### src/rtl/alu_seq_pkg.sv
// Shared opcodes, FSM encoding and flag positions for the ALU command sequencer.
// The optional illegal-opcode path (ALU_SEQ_ILLEGAL_OP_EN) uses is_illegal().
package alu_seq_pkg;

  localparam logic [3:0] OP_ADD = 4'b0000;
  localparam logic [3:0] OP_SUB = 4'b0001;
  localparam logic [3:0] OP_AND = 4'b0010;
  localparam logic [3:0] OP_OR  = 4'b0011;
  localparam logic [3:0] OP_MUL = 4'b0100;
  localparam logic [3:0] OP_DIV = 4'b0101;
  localparam logic [3:0] OP_SHR = 4'b0110;
  localparam logic [3:0] OP_SHL = 4'b0111;
  localparam logic [3:0] OP_CMP = 4'b1000;
  localparam logic [3:0] OP_SLT = 4'b1001;
  localparam logic [3:0] OP_REM = 4'b1010;

  localparam int FLAG_N = 3;
  localparam int FLAG_Z = 2;
  localparam int FLAG_C = 1;
  localparam int FLAG_V = 0;

  localparam int CNT_W = 8;

  typedef enum logic [1:0] {
    ST_IDLE = 2'b00,
    ST_EXEC = 2'b01,
    ST_RESP = 2'b10
  } state_t;

  function automatic logic is_multicycle(input logic [3:0] op);
    return (op == OP_MUL) || (op == OP_DIV) || (op == OP_REM);
  endfunction

  function automatic logic is_illegal(input logic [3:0] op);
    return op > OP_REM;
  endfunction

endpackage

### src/rtl/alu_cmd_sequencer.sv
// Initiator for an external 32-bit ALU: registers operands, waits a per-opcode
// settle time, captures result/flags and returns them. Optional: ALU_SEQ_ILLEGAL_OP_EN.
module alu_cmd_sequencer
  import alu_seq_pkg::*;
#(
  parameter int MULDIV_WAIT = 2,
  parameter int BASIC_WAIT  = 0
) (
  input  logic        clk,
  input  logic        rst_n,
  input  logic        cmd_valid,
  output logic        cmd_ready,
  input  logic [3:0]  cmd_op,
  input  logic [31:0] cmd_a,
  input  logic [31:0] cmd_b,
  input  logic        cmd_use_acc,
  output logic [31:0] alu_a,
  output logic [31:0] alu_b,
  output logic [3:0]  alu_ctrl,
  input  logic [31:0] alu_result,
  input  logic        alu_overflow,
  input  logic        alu_carry,
  input  logic        alu_zero,
  input  logic        alu_negative,
  output logic        rsp_valid,
  input  logic        rsp_ready,
  output logic [31:0] rsp_result,
  output logic [3:0]  rsp_flags,
  output logic        rsp_err,
  output logic        busy
);

  // Handshakes: a transfer happens on a rising edge where valid && ready.
  // cmd_ready depends on state only; rsp_valid, once high, holds until rsp_ready.
  state_t            state;
  logic [CNT_W-1:0]  cnt;
  logic [31:0]       acc;

  assign cmd_ready = (state == ST_IDLE);
  assign rsp_valid = (state == ST_RESP);
  assign busy      = (state != ST_IDLE);

`ifdef ALU_SEQ_ILLEGAL_OP_EN
  logic rsp_err_q;
  assign rsp_err = rsp_err_q;
`else
  assign rsp_err = 1'b0;
`endif

  always_ff @(posedge clk or negedge rst_n) begin
    if (!rst_n) begin
      state      <= ST_IDLE;
      cnt        <= '0;
      acc        <= '0;
      alu_a      <= '0;
      alu_b      <= '0;
      alu_ctrl   <= '0;
      rsp_result <= '0;
      rsp_flags  <= '0;
`ifdef ALU_SEQ_ILLEGAL_OP_EN
      rsp_err_q  <= 1'b0;
`endif
    end else begin
      case (state)
        ST_IDLE: begin
          if (cmd_valid) begin
`ifdef ALU_SEQ_ILLEGAL_OP_EN
            // Illegal opcodes never reach the ALU; answer immediately.
            if (is_illegal(cmd_op)) begin
              rsp_result <= '0;
              rsp_flags  <= '0;
              rsp_err_q  <= 1'b1;
              state      <= ST_RESP;
            end else
`endif
            begin
              alu_a    <= cmd_use_acc ? acc : cmd_a;
              alu_b    <= cmd_b;
              alu_ctrl <= cmd_op;
              cnt      <= is_multicycle(cmd_op) ? CNT_W'(MULDIV_WAIT) : CNT_W'(BASIC_WAIT);
              state    <= ST_EXEC;
            end
          end
        end
        ST_EXEC: begin
          if (cnt != '0) begin
            cnt <= cnt - 1'b1;
          end else begin
            rsp_result        <= alu_result;
            rsp_flags[FLAG_N] <= alu_negative;
            rsp_flags[FLAG_Z] <= alu_zero;
            rsp_flags[FLAG_C] <= alu_carry;
            rsp_flags[FLAG_V] <= alu_overflow;
            acc               <= alu_result;
`ifdef ALU_SEQ_ILLEGAL_OP_EN
            rsp_err_q         <= 1'b0;
`endif
            state             <= ST_RESP;
          end
        end
        ST_RESP: begin
          if (rsp_ready) state <= ST_IDLE;
        end
        default: state <= ST_IDLE;
      endcase
    end
  end

  a_rsp_hold: assert property (@(posedge clk) disable iff (!rst_n)
    (rsp_valid && !rsp_ready) |=> (rsp_valid && $stable(rsp_result) && $stable(rsp_flags)));

  a_alu_stable: assert property (@(posedge clk) disable iff (!rst_n)
    (state == ST_EXEC) |=> ($stable(alu_a) && $stable(alu_b) && $stable(alu_ctrl)));

endmodule

### config.mk
export PLATFORM = sky130hd
export DESIGN_NAME = alu_cmd_sequencer
export DESIGN_NICKNAME = d
export VERILOG_FILES = /design/src/rtl/alu_seq_pkg.sv /design/src/rtl/alu_cmd_sequencer.sv
export SDC_FILE = /design/constraint.sdc
export NUM_CORES = 1
export LEC_CHECK = 0
export CORE_MARGIN = 1
export CORE_UTILIZATION = 45
export DETAILED_ROUTE_END_ITERATION = 12
export GPL_ROUTABILITY_DRIVEN = 0
export PLACE_DENSITY_LB_ADDON = 0.2
export SYNTH_ARGS = -nofsm -noshare
export SYNTH_HDL_FRONTEND = slang
export SYNTH_SLANG_ARGS = --single-unit
export TNS_END_PERCENT = 20
### constraint.sdc
create_clock -name clk -period 3.9 [get_ports clk]
set_input_delay 0.78 -clock clk [delete_from_list [all_inputs] [get_ports clk]]
set_output_delay 0.78 -clock clk [all_outputs]
set_load 0.01 [all_outputs]
==> metrics.txt, run 1 <==
count of buffers inserted at the top-level ports 215; worst vdd rail ir drop about 0.00036 V; number of cells produced by synthesis 435; area enclosed by the die boundary between 0.01 and 0.015 mm2; area inside the core boundary about 0.010 mm2; Routed Wire Length approximately 13000 um; number of buffers on the longest clock path 2; Setup CP Type reg2reg; effective utilization at floorplan 47.1%; max-slew violation count 0; endpoint of the lowest-slack register-to-register path rsp_result[3]; minimum clock period 2550 ps; global-route usage over all layers between 20% and 30%; post-synthesis register bit count 114; most area-hungry cell type in the Yosys netlist sky130_fd_sc_hd__dfrtp_1; cts bufs inserted 17; Die Y-Extent about 110 um; number of global-route vias before repair 4125; Post-Synthesis Cell Area 0.00492 mm2; vias post-DR a little under 4000; Netlist cell types 37; Diodes inserted 0; initial antenna violation count 0; global-route wire length before repair 20600 um; data required time of the critical path 4290 ps; final hold violation count 0; Avg Inst Size Synth 11.3 um2; CP bufs+invs 1; count of nets after finishing 757; Leak Pwr 3.65 nW; total setup violations reported at the end of the flow 0; HP Class in2async; worst clock skew on the final layout 5.79 ps; launch point of the worst reg-to-reg path cnt[0]; Crit path max-delay family simple AND/OR/NAND/NOR gates; Worst Reg2Reg Path Length in Cells 5; Avg Vias per Cell 4.93; unrepaired setup endpoints after global routing false; dominant combinational cell family by area after synthesis multiplexers; Yosys warning count 0; area growth from synthesis to final layout 56.2%; register-to-register setup slack 1350 ps; clock transition at the registers of the reported paths 50 ps; total grt overflow 0; iteration-0 DRC count of the detailed router between 150 and 200; headroom to the max-slew limit 30.7%; final worst-path cycle share around 66%; Crit path arrival time 2950 ps; count of standard-cell rows 37; proportion of synthesized area in mux cells between 15 and 20%; complex-gate fraction of the synthesized area between 5 and 6%; Worst Tran Pin Value 1040 ps; proportion of netlist area held by the largest area contributor 57.9%; slowest stage cell on the critical path sky130_fd_sc_hd__nand3b_4; Final Non-Filler Cells 794; drt pass-1 iters 4; die boundary width about 110 um; number of buffers inserted to repair setup after CTS 0; count of pins on the block boundary 217; post-route DRC violation count 0; Max Freq roughly 400 MHz; cell-by-cell trace of the critical path inv_1, ha_1, or3b_1, nand3b_4, mux2_4; largest fanout of any net on the critical path 37; post-route ant nets 0; post_cts resized 0; Post-Synth XOR/XNOR Area 0%; proportion of synthesized chip area in sequential cells 57.9%; Final Util about 74%; detailed-placement wirelength estimate 8790 um; fraction of final layout cells sized beyond drive strength 1 11.7%; Clock Latency Late Sink 510 ps; post-synthesis net count 546; CTS hold repair buffers 0; setup slack at placement between 1000 and 1500 ps; multi-input gate area in the final layout 0.00188 mm2; CTS Root Cell sky130_fd_sc_hd__clkbuf_8; Synth Area in Adders 0.508%; share of async-settable or async-resettable flops after synthesis 100%; area taken by flip-flops and latches 0.00285 mm2; number of sinks handled by clock tree synthesis 114; clock tree from TritonCTS done; maximum number of pins on one net before global-route repair 72; summed negative setup slack over all endpoints 0 ps; post-route setup slack roughly 1300 ps; kind of end point of the critical path register; EDFF count, synth 0; number of max-cap violations 0; Fill cells 773; simple-gate area share of the yosys netlist approximately 14%; main area contributors after synthesis sky130_fd_sc_hd__dfrtp_1 58%, sky130_fd_sc_hd__nand2_1 11%, sky130_fd_sc_hd__mux2_4 8.8%; CP max stage delay 690 ps; per-cell routed wire length 16.2 um; sort of element at the start of the critical path register; Hold Slack 297 ps; result of the run finished, final reports clean; number of H-tree levels 4; number of instances in the placed design 763; Most used DFF post-synth sky130_fd_sc_hd__dfrtp_1; power density relative to cell area 836 mW/mm2
[flip-flops by register name (all words and copies together), names as in the netlist]
name	flops
alu_a	32
alu_b	32
alu_ctrl	4
cnt	8
rsp_flags	4
rsp_result	32
state	2
[routing by layer]
layer	vias to the layer above	global-route usage (%)	part of all wire (%)
li1	1861	-	-
met1	1889	28.9	42
met2	150	40.2	50
met3	13	6.57	6.5
met4	0	9.00	1.2
met5	-	0	0
[metrics by stage]
stage / area (um2) / power, mW
3_3_place_gp: 7120 / 4.84
2_1_floorplan: 4920 / 3.48
3_5_place_dp: 7120 / 4.94
4_1_cts: 7690 / 6.48
5_1_grt: 7690 / 6.80
6_report: 7690 / 6.43
[synth_stat cells, types with 2 or more instances]
library cell               instances
sky130_fd_sc_hd__nand2_1         146
sky130_fd_sc_hd__buf_6             2
sky130_fd_sc_hd__clkbuf_1         14
sky130_fd_sc_hd__a21oi_1           2
sky130_fd_sc_hd__buf_12            3
sky130_fd_sc_hd__nor3b_1           2
sky130_fd_sc_hd__nor3_1            3
sky130_fd_sc_hd__dfrtp_1         114
sky130_fd_sc_hd__o211ai_1          3
sky130_fd_sc_hd__mux2i_1          37
sky130_fd_sc_hd__mux2_2            7
sky130_fd_sc_hd__o21ai_0          35
sky130_fd_sc_hd__mux2_4           29
sky130_fd_sc_hd__ha_1              2
sky130_fd_sc_hd__buf_2             2
sky130_fd_sc_hd__inv_1             7
sky130_fd_sc_hd__buf_1             5
sky130_fd_sc_hd__nand3_1           2
sky130_fd_sc_hd__nor2_1            2
[cell usage in the layout, fill, tap and decap left out, types with 2 or more instances in the layout]
| master | Yosys | final |
|---|---|---|
| sky130_fd_sc_hd__clkdlybuf4s50_1 | 0 | 213 |
| sky130_fd_sc_hd__ha_1 | 2 | 2 |
| sky130_fd_sc_hd__mux2_2 | 7 | 7 |
| sky130_fd_sc_hd__dfrtp_1 | 114 | 114 |
| sky130_fd_sc_hd__mux2_4 | 29 | 29 |
| sky130_fd_sc_hd__clkbuf_16 | 0 | 16 |
| sky130_fd_sc_hd__o21ai_0 | 35 | 35 |
| sky130_fd_sc_hd__nand3_1 | 2 | 2 |
| sky130_fd_sc_hd__o211ai_1 | 3 | 3 |
| sky130_fd_sc_hd__buf_4 | 1 | 4 |
| sky130_fd_sc_hd__clkbuf_8 | 0 | 2 |
| sky130_fd_sc_hd__clkinv_2 | 0 | 5 |
| sky130_fd_sc_hd__nand2_1 | 146 | 146 |
| sky130_fd_sc_hd__bufinv_16 | 0 | 3 |
| sky130_fd_sc_hd__clkinvlp_4 | 0 | 3 |
| sky130_fd_sc_hd__clkbuf_1 | 14 | 2 |
| sky130_fd_sc_hd__mux2i_1 | 37 | 37 |
| sky130_fd_sc_hd__inv_1 | 7 | 7 |
| sky130_fd_sc_hd__nor3_1 | 3 | 3 |
| sky130_fd_sc_hd__nor2_1 | 2 | 2 |
| sky130_fd_sc_hd__a21oi_1 | 2 | 2 |
[cell type report]
class	count	share of cell area (%)
Clock inverter	11	1.79
Tap cell	136	2.21
Sequential cell	114	37.1
Inverter	7	0.342
Timing Repair Buffer	219	28.4
Multi-Input combinational cell	287	24.5
Clock buffer	20	5.66
[logic make-up after synthesis]
logic type / Yosys count
compound gates: 46
fa+ha+maj: 2
buf+inv: 34
flops: 114
mux: 73
other cells: 1
simple gates: 165
[worst max path at each step]
| stage | start | to | cells after the start |
|---|---|---|---|
| finish | cnt[0] | rsp_result[3] | 5 |
| global route | cnt[0] | rsp_flags[2] | 5 |
| CTS | cnt[0] | rsp_result[26] | 5 |
| detailed placement | cmd_valid | alu_b[17] | 5 |
| global placement | cmd_valid | alu_b[31] | 5 |
| floorplan | cnt[0] | rsp_result[10] | 8 |
[power by group]
group / switching, mW / leakage (nW) / internal (mW) / total, mW
registers: 0.400 / 1.39 / 1.77 / 2.17
clock network: 0.524 / 0.276 / 0.978 / 1.50
logic: 1.15 / 1.98 / 1.61 / 2.76
No activity file was read; power rests on OpenSTA's default activity.
==> run 2: changes to the inputs <==
--- a/config.mk
+++ b/config.mk
@@ -6,7 +6,7 @@
 export NUM_CORES = 1
 export LEC_CHECK = 0
 export CORE_MARGIN = 1
-export CORE_UTILIZATION = 45
+export CORE_UTILIZATION = 38
 export DETAILED_ROUTE_END_ITERATION = 12
 export GPL_ROUTABILITY_DRIVEN = 0
 export PLACE_DENSITY_LB_ADDON = 0.2
==> constraint.sdc (replaced) <==
create_clock -name clk -period 2.25 [get_ports clk]
set_input_delay 0.45 -clock clk [delete_from_list [all_inputs] [get_ports clk]]
set_output_delay 0.45 -clock clk [all_outputs]
set_load 0.01 [all_outputs]
==> metrics.txt, run 2 (synthesis gave the netlist of run 1 again) <==
Leak Pwr 3.68 nW (was 3.65 nW); count of buffers inserted at the top-level ports 215 (unchanged); post-route DRC violation count 0 (unchanged); endpoint of the lowest-slack register-to-register path rsp_result[16] (was rsp_result[3]); fraction of final layout cells sized beyond drive strength 1 11.9% (was 11.7%); setup slack at placement 294 ps (was 1280 ps); global-route wire length before repair 20200 um (was 20600 um); kind of end point of the critical path primary output (was register); Setup CP Type reg2out (was reg2reg); area inside the core boundary 0.0126 mm2 (was 0.0105 mm2); Crit path arrival time 1640 ps (was 2950 ps); number of sinks handled by clock tree synthesis 114 (unchanged); data required time of the critical path 1800 ps (was 4290 ps); last element of the critical path rsp_valid (was rsp_result[3]); Final Non-Filler Cells 837 (was 794); final std cell area, no fill 0.00780 mm2 (was 0.00769 mm2); per-cell routed wire length 15.3 um (was 16.2 um); global-route usage over all layers 20.0% (was 23.8%); Die Y-Extent 116 um (was 107 um); largest fanout of any net on the critical path 6 (was 37); power density relative to cell area 1410 mW/mm2 (was 836 mW/mm2); clock transition at the registers of the reported paths 50 ps (about the same); HP Class reg2reg (was in2async); Diodes inserted 0 (unchanged); Fill cells 1046 (was 773); worst clock skew on the final layout 7.17 ps (was 5.79 ps); detailed-placement wirelength estimate 9000 um (was 8790 um); Final Util 61.8% (was 73.5%); leading cell types in the layout, fill and taps excluded 213 x sky130_fd_sc_hd__clkdlybuf4s50_1, 146 x sky130_fd_sc_hd__nand2_1, 114 x sky130_fd_sc_hd__dfrtp_1 (unchanged); count of standard-cell rows 41 (was 37); count of pins on the block boundary 217 (unchanged); Routed Wire Length 12800 um (was 12900 um); most common cell after layout, fill and taps aside sky130_fd_sc_hd__clkdlybuf4s50_1 (unchanged); register-to-register setup slack 290 ps (was 1350 ps); vias post-DR 3830 (was 3913); iteration-0 DRC count of the detailed router 195 (was 183); Avg Vias per Cell 4.58 (was 4.93); area growth from synthesis to final layout 58.4% (was 56.2%); Hold Slack 474 ps (was 297 ps); Worst Tran Pin Value 536 ps (was 1040 ps); max-slew violation count 0 (unchanged); effective utilization at floorplan 39.0% (was 47.1%); count of nets after finishing 763 (was 757); clock tree from TritonCTS done (unchanged); CTS Root Cell sky130_fd_sc_hd__clkbuf_16 (was sky130_fd_sc_hd__clkbuf_8); Design Power 11.0 mW (was 6.43 mW); launch point of the worst reg-to-reg path cnt[0] (unchanged); worst vdd rail ir drop 0.000597 V (was 0.000363 V); total setup violations reported at the end of the flow 0 (unchanged); number of buffers inserted to repair setup after CTS 0 (unchanged); Worst Reg2Reg Path Length in Cells 6 (was 5); result of the run finished, final reports clean (unchanged); maximum number of pins on one net before global-route repair 107 (was 72); placement-stage cell area 0.00725 mm2 (was 0.00712 mm2); number of instances in the placed design 804 (was 763); unrepaired setup endpoints after global routing false (unchanged); total grt overflow 0 (unchanged); initial antenna violation count 0 (unchanged); number of max-cap violations 0 (unchanged); drt pass-1 iters 4 (unchanged); number of buffers on the longest clock path 2 (unchanged); Critical path origin state[1] (was cnt[0]); Clock Latency Late Sink 400 ps (was 510 ps); summed negative setup slack over all endpoints 0 ps (unchanged); registers with the most flip-flops alu_a: 32 flops, alu_b: 32 flops, rsp_result: 32 flops (unchanged); post-route setup slack 157 ps (was 1350 ps); headroom to the max-slew limit 64.1% (was 30.7%); number of global-route vias before repair 3973 (was 4125); sort of element at the start of the critical path register (unchanged); final hold violation count 0 (unchanged); post-route ant nets 0 (unchanged); Max Freq 478 MHz; area enclosed by the die boundary 0.0134 mm2 (was 0.0114 mm2); number of H-tree levels 4 (unchanged); minimum clock period 2090 ps; cts bufs inserted 17 (unchanged); die boundary width 116 um (was 107 um); final worst-path cycle share 93.0%
[run 2: worst min path at each step]
stage / startpoint / endpoint / slack, ps / cells after the start
2_1_floorplan: rst_n / alu_a[0] / 150 / 0
4_1_cts: alu_b[22] / alu_b[22] / 470 / 2
6_report: alu_b[31] / alu_b[31] / 470 / 2
5_1_grt: alu_a[1] / alu_a[1] / 490 / 2
3_3_place_gp: rst_n / alu_b[25] / 370 / 1
3_5_place_dp: rst_n / alu_b[25] / 380 / 1
[run 2: repair_timing]
| action | CTS | global route |
|---|---|---|
| endpoints found under the hold margin | 20 | 0 |
| hold buffers | 1 | 0 |
| gates resized for setup | 0 | 0 |
[run 2: final cells by class]
type	instances	area (um2)	share of cell area, %
clock buffers	28	517	6.62
flip-flops and latches	114	2850	36.6
well taps	172	215	2.76
clock inverters	4	22.5	0.289
multi-input cells	287	1880	24.1
repair buffers	225	2280	29.3
inverters	7	26.3	0.337
[run 2: layer usage]
layer	share of wire [%]	wire length (um)	GRT usage, %
met1	44	5590	24.7
met5	0	0	0
met4	1.8	226	7.86
met3	7.6	981	6.12
met2	47	6030	32.9
[run 2: critical path, stage by stage, from the launching register on]
cell and delay, ps:
sky130_fd_sc_hd__dfrtp_1 500, sky130_fd_sc_hd__nand2b_1 130, sky130_fd_sc_hd__inv_1 70, sky130_fd_sc_hd__clkdlybuf4s50_1 550
[run 2: report_power, final]
group	switching (mW)	total, mW	leakage [nW]	internal, mW
Sequential	0.673	3.74	1.39	3.06
Combinational	2.01	4.86	2.03	2.84
Clock	0.847	2.39	0.264	1.55
==> run 3: changes to the inputs <==
--- a/config.mk
+++ b/config.mk
@@ -10,6 +10,7 @@
 export DETAILED_ROUTE_END_ITERATION = 12
 export GPL_ROUTABILITY_DRIVEN = 0
 export PLACE_DENSITY_LB_ADDON = 0.2
+export SKIP_CTS_REPAIR_TIMING = 1
 export SYNTH_ARGS = -nofsm -noshare
 export SYNTH_HDL_FRONTEND = slang
 export SYNTH_SLANG_ARGS = --single-unit
==> results of run 3 <==
Same layout as run 2: the final DEF is identical, and so are final timing and power.
Main changes from that run: via count of the first global-routing pass 3973 -> 3964; met1 usage 24.7% -> 24.6%; met3 usage 6.12% -> 6.17%
